$ cat src/rtl/spmm_row_scheduler.sv
// CSR-sparse x dense-weight row scheduler with NUM_LANES multiply-accumulate lanes.
// Build option: define SPMM_SAT_EN for saturating result narrowing (default wraps).
module spmm_row_scheduler #(
  parameter  int DATA_W    = 16,
  parameter  int K         = 32,
  parameter  int NUM_LANES = 2,
  parameter  int ROW_W     = 7,
  parameter  int OCOL_W    = 3,
  parameter  int ACC_W     = 40,
  parameter  int FRAC      = 0,
  localparam int COL_W     = $clog2(K)
) (
  input  logic                          clk,
  input  logic                          rst,
  input  logic                          start,
  input  logic [OCOL_W-1:0]             col_base,
  input  logic                          w_valid,
  output logic                          w_ready,
  input  logic signed [DATA_W-1:0]      w_data,
  input  logic                          i_valid,
  output logic                          i_ready,
  input  logic signed [DATA_W-1:0]      i_data,
  input  logic [ROW_W-1:0]              i_row,
  input  logic [COL_W-1:0]              i_col,
  input  logic                          i_last,
  output logic                          o_valid,
  input  logic                          o_ready,
  output logic [ROW_W-1:0]              o_row,
  output logic [OCOL_W-1:0]             o_col,
  output logic [NUM_LANES*DATA_W-1:0]   o_result,
  output logic                          done
);

  localparam logic [1:0] S_IDLE  = 2'd0;
  localparam logic [1:0] S_LOAD  = 2'd1;
  localparam logic [1:0] S_RUN   = 2'd2;
  localparam logic [1:0] S_FLUSH = 2'd3;

  localparam int LANE_W = (NUM_LANES > 1) ? $clog2(NUM_LANES) : 1;
  localparam int BROW_W = (K > 1) ? $clog2(K) : 1;

  localparam logic signed [ACC_W-1:0] SAT_MAX = ACC_W'((2 ** (DATA_W - 1)) - 1);
  localparam logic signed [ACC_W-1:0] SAT_MIN = -SAT_MAX - ACC_W'(1);

  logic [1:0]                        state_q, state_d;
  logic [LANE_W-1:0]                 lane_q, lane_d;
  logic [BROW_W-1:0]                 brow_q, brow_d;
  logic [OCOL_W-1:0]                 col_base_q, col_base_d;
  logic                              first_q, first_d;
  logic [ROW_W-1:0]                  cur_row_q, cur_row_d;
  logic signed [ACC_W-1:0]           acc_q [NUM_LANES];
  logic signed [ACC_W-1:0]           acc_d [NUM_LANES];
  logic signed [DATA_W-1:0]          buf_q [NUM_LANES][K];
  logic signed [DATA_W-1:0]          buf_d [NUM_LANES][K];
  logic                              o_valid_q, o_valid_d;
  logic [ROW_W-1:0]                  o_row_q, o_row_d;
  logic [OCOL_W-1:0]                 o_col_q, o_col_d;
  logic [NUM_LANES*DATA_W-1:0]       o_result_q, o_result_d;
  logic                              done_q, done_d;

  logic                              out_free;
  logic                              i_fire;
  logic                              col_in_range;
  logic signed [2*DATA_W-1:0]        mul;
  logic signed [ACC_W-1:0]           prod [NUM_LANES];
  logic [NUM_LANES*DATA_W-1:0]       acc_narrow;

  function automatic logic [DATA_W-1:0] narrow(input logic signed [ACC_W-1:0] x);
    logic signed [ACC_W-1:0] y;
    y = x >>> FRAC;
`ifdef SPMM_SAT_EN
    if (y > SAT_MAX)
      narrow = SAT_MAX[DATA_W-1:0];
    else if (y < SAT_MIN)
      narrow = SAT_MIN[DATA_W-1:0];
    else
      narrow = y[DATA_W-1:0];
`else
    narrow = y[DATA_W-1:0];
`endif
  endfunction

  assign out_free = !o_valid_q || o_ready;
  assign w_ready  = (state_q == S_LOAD);
  assign i_ready  = (state_q == S_RUN) && out_free;
  assign i_fire   = i_valid && i_ready;

  assign o_valid  = o_valid_q;
  assign o_row    = o_row_q;
  assign o_col    = o_col_q;
  assign o_result = o_result_q;
  assign done     = done_q;

  // Column indices beyond the buffer depth contribute nothing and never read the buffer.
  assign col_in_range = ({1'b0, i_col} < (COL_W + 1)'(K));

  always_comb begin
    mul = '0;
    for (int l = 0; l < NUM_LANES; l++) begin
      prod[l] = '0;
      if (col_in_range) begin
        mul     = i_data * buf_q[l][i_col];
        prod[l] = ACC_W'(mul);
      end
    end
  end

  always_comb begin
    acc_narrow = '0;
    for (int l = 0; l < NUM_LANES; l++)
      acc_narrow[l*DATA_W +: DATA_W] = narrow(acc_q[l]);
  end

  always_comb begin
    state_d    = state_q;
    lane_d     = lane_q;
    brow_d     = brow_q;
    col_base_d = col_base_q;
    first_d    = first_q;
    cur_row_d  = cur_row_q;
    acc_d      = acc_q;
    buf_d      = buf_q;
    o_valid_d  = o_valid_q;
    o_row_d    = o_row_q;
    o_col_d    = o_col_q;
    o_result_d = o_result_q;
    done_d     = 1'b0;

    if (o_valid_q && o_ready)
      o_valid_d = 1'b0;

    case (state_q)
      S_IDLE: begin
        if (start) begin
          state_d    = S_LOAD;
          col_base_d = col_base;
          lane_d     = '0;
          brow_d     = '0;
          first_d    = 1'b1;
          for (int l = 0; l < NUM_LANES; l++)
            acc_d[l] = '0;
        end
      end

      // Beats are interleaved across lanes: consecutive beats fill the same buffer row.
      S_LOAD: begin
        if (w_valid) begin
          buf_d[lane_q][brow_q] = w_data;
          if (lane_q == LANE_W'(NUM_LANES - 1)) begin
            lane_d = '0;
            if (brow_q == BROW_W'(K - 1)) begin
              brow_d  = '0;
              state_d = S_RUN;
            end else begin
              brow_d = brow_q + BROW_W'(1);
            end
          end else begin
            lane_d = lane_q + LANE_W'(1);
          end
        end
      end

      S_RUN: begin
        if (i_fire) begin
          if (first_q || (i_row == cur_row_q)) begin
            for (int l = 0; l < NUM_LANES; l++)
              acc_d[l] = first_q ? prod[l] : acc_q[l] + prod[l];
          end else begin
            o_valid_d  = 1'b1;
            o_row_d    = cur_row_q;
            o_col_d    = col_base_q;
            o_result_d = acc_narrow;
            for (int l = 0; l < NUM_LANES; l++)
              acc_d[l] = prod[l];
          end
          first_d   = 1'b0;
          cur_row_d = i_row;
          if (i_last)
            state_d = S_FLUSH;
        end
      end

      S_FLUSH: begin
        if (out_free) begin
          o_valid_d  = 1'b1;
          o_row_d    = cur_row_q;
          o_col_d    = col_base_q;
          o_result_d = acc_narrow;
          done_d     = 1'b1;
          state_d    = S_IDLE;
        end
      end

      default: state_d = S_IDLE;
    endcase
  end

  always_ff @(posedge clk or posedge rst) begin
    if (rst) begin
      state_q    <= S_IDLE;
      lane_q     <= '0;
      brow_q     <= '0;
      col_base_q <= '0;
      first_q    <= 1'b0;
      cur_row_q  <= '0;
      o_valid_q  <= 1'b0;
      o_row_q    <= '0;
      o_col_q    <= '0;
      o_result_q <= '0;
      done_q     <= 1'b0;
      for (int l = 0; l < NUM_LANES; l++) begin
        acc_q[l] <= '0;
        for (int r = 0; r < K; r++)
          buf_q[l][r] <= '0;
      end
    end else begin
      state_q    <= state_d;
      lane_q     <= lane_d;
      brow_q     <= brow_d;
      col_base_q <= col_base_d;
      first_q    <= first_d;
      cur_row_q  <= cur_row_d;
      o_valid_q  <= o_valid_d;
      o_row_q    <= o_row_d;
      o_col_q    <= o_col_d;
      o_result_q <= o_result_d;
      done_q     <= done_d;
      for (int l = 0; l < NUM_LANES; l++) begin
        acc_q[l] <= acc_d[l];
        for (int r = 0; r < K; r++)
          buf_q[l][r] <= buf_d[l][r];
      end
    end
  end

endmodule

$ cat config.mk
export PLATFORM = sky130hd
export DESIGN_NAME = spmm_row_scheduler
export DESIGN_NICKNAME = d
export VERILOG_FILES = /design/src/rtl/spmm_row_scheduler.sv
export SDC_FILE = /design/constraint.sdc
export NUM_CORES = 2
export LEC_CHECK = 0
export ABC_AREA = 0
export BUFFER_PORTS_ARGS = -buffer_cell sky130_fd_sc_hd__buf_2
export CORE_MARGIN = 10
export CORE_UTILIZATION = 54
export DETAILED_ROUTE_END_ITERATION = 8
export PLACE_DENSITY = 0.77
export REMOVE_ABC_BUFFERS = 1
export SKIP_CTS_REPAIR_TIMING = 1
export SLEW_MARGIN = 20
export SYNTH_ARGS = -nofsm -noshare
export SYNTH_HDL_FRONTEND = slang
export SYNTH_SLANG_ARGS = --single-unit
$ cat constraint.sdc
create_clock -name clk -period 49.8 [get_ports clk]
set_input_delay 7.47 -clock clk [delete_from_list [all_inputs] [get_ports clk]]
set_output_delay 7.47 -clock clk [all_outputs]
set_load 0.01 [all_outputs]
* Yosys cells after proc, flatten, opt, wreduce, memory -nomap -nowiden *
Index checks and enable logic that the tools add are counted.

storage, ports and cells
  register bits after elaboration = 1167
  input port bits = 54
  output and inout bits = 46

cells by class
  $add $sub $neg = 4
  multiply operators = 2
  magnitude comparators = 5
  equality and inequality tests = 13
  muxes and demuxes = 56
  bitwise logic cells = 3
  reductions and logical operators = 20

operators by type and width
  cell                                                       count
  1024-bit bitwise mux                                       1
  512-bit demux with 1-bit select                            1
  512-bit 2-to-1 mux                                         1
  80-bit 2-to-1 mux                                          3
  16-bit binary-select mux with 5-bit select                 2
  80-bit case mux with 2 select lines                        1
  32-bit 2-to-1 mux                                          3
  40-bit by 32-bit adder with 40-bit output                  2
  16-bit demux with 5-bit select                             1
  16-bit 2-to-1 mux                                          5
  40-bit 2-to-1 mux                                          2
  16-bit by 16-bit multiplier with 32-bit output             2
  32-bit case mux with 2 select lines                        1
  7-bit 2-to-1 mux                                           3
  5-bit 2-to-1 mux                                           4
  2-bit 2-to-1 mux                                           7
  7-bit case mux with 2 select lines                         1
  6-bit greater-or-equal comparator (second input constant)  2
  2-bit inequality test (second input constant)              6
  5-bit inverter with 6-bit output                           2
  1-bit 2-to-1 mux                                           11
  5-bit case mux with 2 select lines                         1
  3-bit 2-to-1 mux                                           3
  2-bit case mux with 4 select lines                         1
  22 further kinds                                           37

* Logic depth before layout (Yosys ltp) *
  depth after elaboration = 10
  gate-level depth with buffers = 40
  depth with buffers taken out = 34

* Worst setup path before layout *
Ideal clock, no wire load.

  path type = input -> register
  from = in i_col[0]
  to = reg acc_q (netlist bit acc_narrow[15])
  arrival = 15.211 ns
  required time = 49.662 ns
  path slack = 34.451 ns
  stages on the path = 31
  cell sequence = buf_6 > buf_8 > buf_2 > buf_4 > mux4_2 > mux4_2 > nand2_1 > o221ai_1 > clkbuf_1 > and2_1 > fa_1 > inv_1 > fa_1 > fa_1 > fa_1 > inv_1 > fa_1 > inv_1 > fa_1 > inv_1 > ha_1 > xor2_1 > ha_1 > a21o_1 > a21o_1 > a21oi_1 > nor2b_1 > o21a_1 > o221a_2 > o31ai_1 > o211ai_1

on the way
  longest elaborated chain between the ends = 10

ends and longest elaborated chain
  item                                                      RTL line  source
  start: declaration                                        24        input logic [COL_W-1:0] i_col,
  5-bit inverter with 6-bit output (not written as such) *  102       mul = i_data * buf_q[l][i_col];
  16-bit binary-select mux with 5-bit select *              102
  16-bit 2-to-1 mux (not written as such) * (2 in a row)    102
  16-bit by 16-bit multiplier with 32-bit output *          102
  40-bit by 32-bit adder with 40-bit output                 167       acc_d[l] = first_q ? prod[l] : acc_q[l] + prod[l];
  40-bit 2-to-1 mux                                         167
  80-bit 2-to-1 mux *                                       165       if (first_q || (i_row == cur_row_q)) begin
  80-bit 2-to-1 mux *                                       164       if (i_fire) begin
  80-bit case mux with 2 select lines *                     132       case (state_q)
  end signal: indexed assignment                            229       acc_q[l] <= acc_d[l];
  end: declaration                                          51        logic signed [ACC_W-1:0] acc_q [NUM_LANES];

Mark *: on every way between the ends. The rest lies on a longest branch, timed or not. The select of a mux whose other input is x is not followed.
A chain may end at the register's enable or synchronous reset.

* Worst setup path after layout *
Ends and elaborated chain as after synthesis.

==> metrics.md <==
| Metric | Value |
|---|---|
| Portion of the post-synthesis area used by sequential elements | 46.5% |
| Overall routing resource usage | 23.5% |
| Cell types occupying the most area after synthesis | sky130_fd_sc_hd__dfrtp_1, sky130_fd_sc_hd__mux2_2, sky130_fd_sc_hd__mux4_2 |
| Startpoint class of the critical path | input port |
| Largest family of logic cells by synthesized area | multiplexers |
| Crit. Startpoint | i_col[0] |
| Cell area after placement | 62100 µm² |
| Synth area leader | sky130_fd_sc_hd__dfrtp_1 |
| TritonCTS clock tree | yes |
| Fraction of synthesized cell area taken by the top area cell type | 46.5% |
| Top Ports | 100 |
| Initial DRC Count | 2708 |
| Overflow left after global routing | 0 |
| Horiz. Die Dim | 354 µm |
| Insertion delay of the later-clocked pin in the worst-skew pair | 0.68 ns |
| Avg Inst Size Synth | 13.8 µm² |
| Worst Path Max Fanout | 86 |
| Clock input transition at the sequential cells of the worst setup and hold paths | 0.06 ns |
| Routability congestion estimate | 0.842 |
| Critical-path top delay cell | sky130_fd_sc_hd__buf_4 |
| Via count of the first global-routing pass | 38300 |
| Simple-gate share of the synthesized area | 4.50% |
| Die height | 354 µm |
| Run status | complete, no violations |
| Worst setup slack after layout | 33.11 ns |
| Number of failing hold endpoints at the final stage | 0 |
| Flip-flop and latch count after synthesis | 1119 |
| Number of antenna violations at the first check in global routing | 4 |
| Worst ir drop on vdd | 0.0300 mV |
| Minimum period implied by the final worst setup slack | 16.69 ns |
| End of the worst register-to-register path | acc_narrow[15] |
| Share of the synthesized area in compound gates (AO/OA/AOI/OAI) | 2.10% |
| Slew Viols, Final | 0 |
| Area share of fa/ha/maj cells after synthesis | 8.67% |
| Class of the worst hold path | flop to flop |
| RSZ-0062 raised after global routing | false |
| Number of synthesized flops with an enable pin | 0 |
| Worst setup EP type | flop |
| # clock sinks | 1119 |
| Commonest register cell after synthesis | sky130_fd_sc_hd__dfrtp_1 |
| Worst setup endpoint | acc_narrow[15] |
| H-tree depth | 3 |
| Wire length of the first global-routing pass | 230000 µm |
| Final worst path period share | 33.5% |
| Post-layout nets | 4731 |
| Critical Setup Path Class | input port to flop |
| Average wire length per cell after detail routing | 24.7 µm |
| Final setup violation count | 0 |
| Commonest cells in the synthesized netlist | sky130_fd_sc_hd__dfrtp_1, sky130_fd_sc_hd__mux2_2, sky130_fd_sc_hd__inv_1 |
| Count of TritonRoute iterations in the first routing pass | 6 |
| Multiplexer area fraction after synthesis | 32.2% |
| Die Area | 125000 µm² |
| Actual slew at the worst max-slew pin | 1.21 ns |
| Layout cells sized above 1 | 40.5% |
| Maximum number of buffers from clock root to sink | 3 |
| Synthesized-area fraction occupied by xor and xnor cells | 1.65% |
| Critical register-to-register path startpoint | buf_q[580] |
| Number of instances in the synthesized netlist | 4364 |
| Yosys synthesis warning count | 0 |
| Layout overhead on the synthesized area | 9.18% |
| Skew final | 0.0215 ns |
| Maximum capacitance violations | 0 |
| Cell with the most instances after synthesis | sky130_fd_sc_hd__dfrtp_1 |
| Root buffer cell | sky130_fd_sc_hd__clkbuf_16 |
| Area of the core | 111000 µm² |
| Port-buffer cells | 99 |
| ANT nets after route | 0 |
| Number of distinct standard cells referenced by the synthesized netlist | 63 |
| Worst Path Arrival | 17.23 ns |
| Proportion of synthesized flip-flops having asynchronous set or reset | 100% |
| Post-detailed-route DRC marker count | 0 |
| Final setup TNS | 0 ns |
| Number of cells on the worst reg-to-reg path | 31 |
| Area of the mapped netlist | 60200 µm² |
| Reg2Reg Setup Slack | 41.58 ns |
| Upper clock frequency limit | 59.9 MHz |
| Maximum number of pins on one net before global-route repair | 204 |
| Power density over the cells | 34.7 nW/µm² |
| Total CTS buffers | 107 |
| DP Worst Slack | 32.33 ns |
| Via count normalized by instance count | 6.03 |
| Fill cells | 8286 |
| Post-detailed-routing wire length | 147000 µm |
| Largest stage delay, worst path | 0.83 ns |
| Leakage | 32.0 nW |
| Smallest hold slack | 0.485 ns |
| Detailed Place HPWL | 90200 µm |
| Worst rel slew slack | 18.9% |
| Final design instance area without fill | 65700 µm² |
| Cell row count | 122 |
| Via count | 35800 |
| Initial Utilization | 54.4% |
| Required time of the worst setup path | 50.34 ns |
layout make-up:
class,instances,area (µm²),share of cell area (%)
Tap cell,1488,1860,2.83
Clock inverter,26,304,0.463
Sequential cell,1119,28000,42.6
Inverter,300,1130,1.73
Clock buffer,168,3230,4.91
Timing Repair Buffer,201,1430,2.17
Multi-Input combinational cell,2627,29700,45.3
Antenna cell,1,2.50,0.00381
per-layer routing:
layer  vias to the layer above  wire length [µm]  track usage, %
li1                      15300                 -               -
met1                     19200             61800            31.5
met2                      1018             72100            39.2
met3                       230              9290            4.09
met4                         8              3490            6.58
met5                         -                55               0
how the worst min path moves through the flow:
| stage | cells after the start | start | to | slack [ns] |
|---|---|---|---|---|
| after global placement | 2 | o_result[1] | o_result[1] | 0.46 |
| after floorplan | 1 | buf_q[604] | buf_q[604] | 0.47 |
| final | 2 | o_result[17] | o_result[17] | 0.48 |
| after detailed placement | 2 | o_result[17] | o_result[17] | 0.47 |
| after CTS | 2 | o_result[17] | o_result[17] | 0.49 |
| after global routing | 1 | o_result[10] | o_result[10] | 0.51 |
power by group:
part | switching [W] | internal [W] | total [W]
registers | 0.0000392 | 0.000974 | 0.00101
clock network | 0.000354 | 0.000470 | 0.000824
logic | 0.000244 | 0.000196 | 0.000439
metrics by stage:
| stage | util, % | cells | total power [W] |
|---|---|---|---|
| after floorplan | - | 4046 | 0.00133 |
| after global placement | 56.1 | 5732 | 0.00145 |
| after detailed placement | 56.1 | 5732 | 0.00147 |
| after CTS | 59.3 | 5926 | 0.00229 |
| after global routing | 59.4 | 5929 | 0.00238 |
| final | 59.4 | 5930 | 0.00228 |
registers in the layout, indices dropped and copies added, names as in the netlist:
signal      count
cur_row_q       7
buf_q        1024
o_row           7
acc_narrow     32
done            1
col_base_q      3
o_col           3
state_q         2
lane_q          1
brow_q          5
o_valid         1
o_result       32
first_q         1
layout by cell type, fill, tap and decap left out, types with 96 or more instances in the layout:
cell and n:
sky130_fd_sc_hd__buf_4 101, sky130_fd_sc_hd__mux4_2 286, sky130_fd_sc_hd__mux2_2 1090, sky130_fd_sc_hd__fa_1 160, sky130_fd_sc_hd__nand2_1 200, sky130_fd_sc_hd__nor2b_1 96
sky130_fd_sc_hd__clkbuf_16 109, sky130_fd_sc_hd__inv_1 299, sky130_fd_sc_hd__ha_1 161, sky130_fd_sc_hd__dfrtp_1 1119
critical path: cells and delay by family:
kind            cells  cell delay [ns]
buf+inv             7             2.09
compound gates     11             2.15
xor+xnor            1             0.21
mux                 2             0.99
fa+ha+maj           8             3.29
simple gates        4             0.83
cells by family (layout without fill, tap and decap cells):
kind of cell / after synthesis / in the layout
compound gates: 206 / 206
xor+xnor: 111 / 111
fa+ha+maj: 321 / 321
buf+inv: 618 / 695
flops: 1119 / 1119
mux: 1444 / 1444
other cells: 0 / 1
simple gates: 545 / 545
Power figures use the tool's default switching activity.
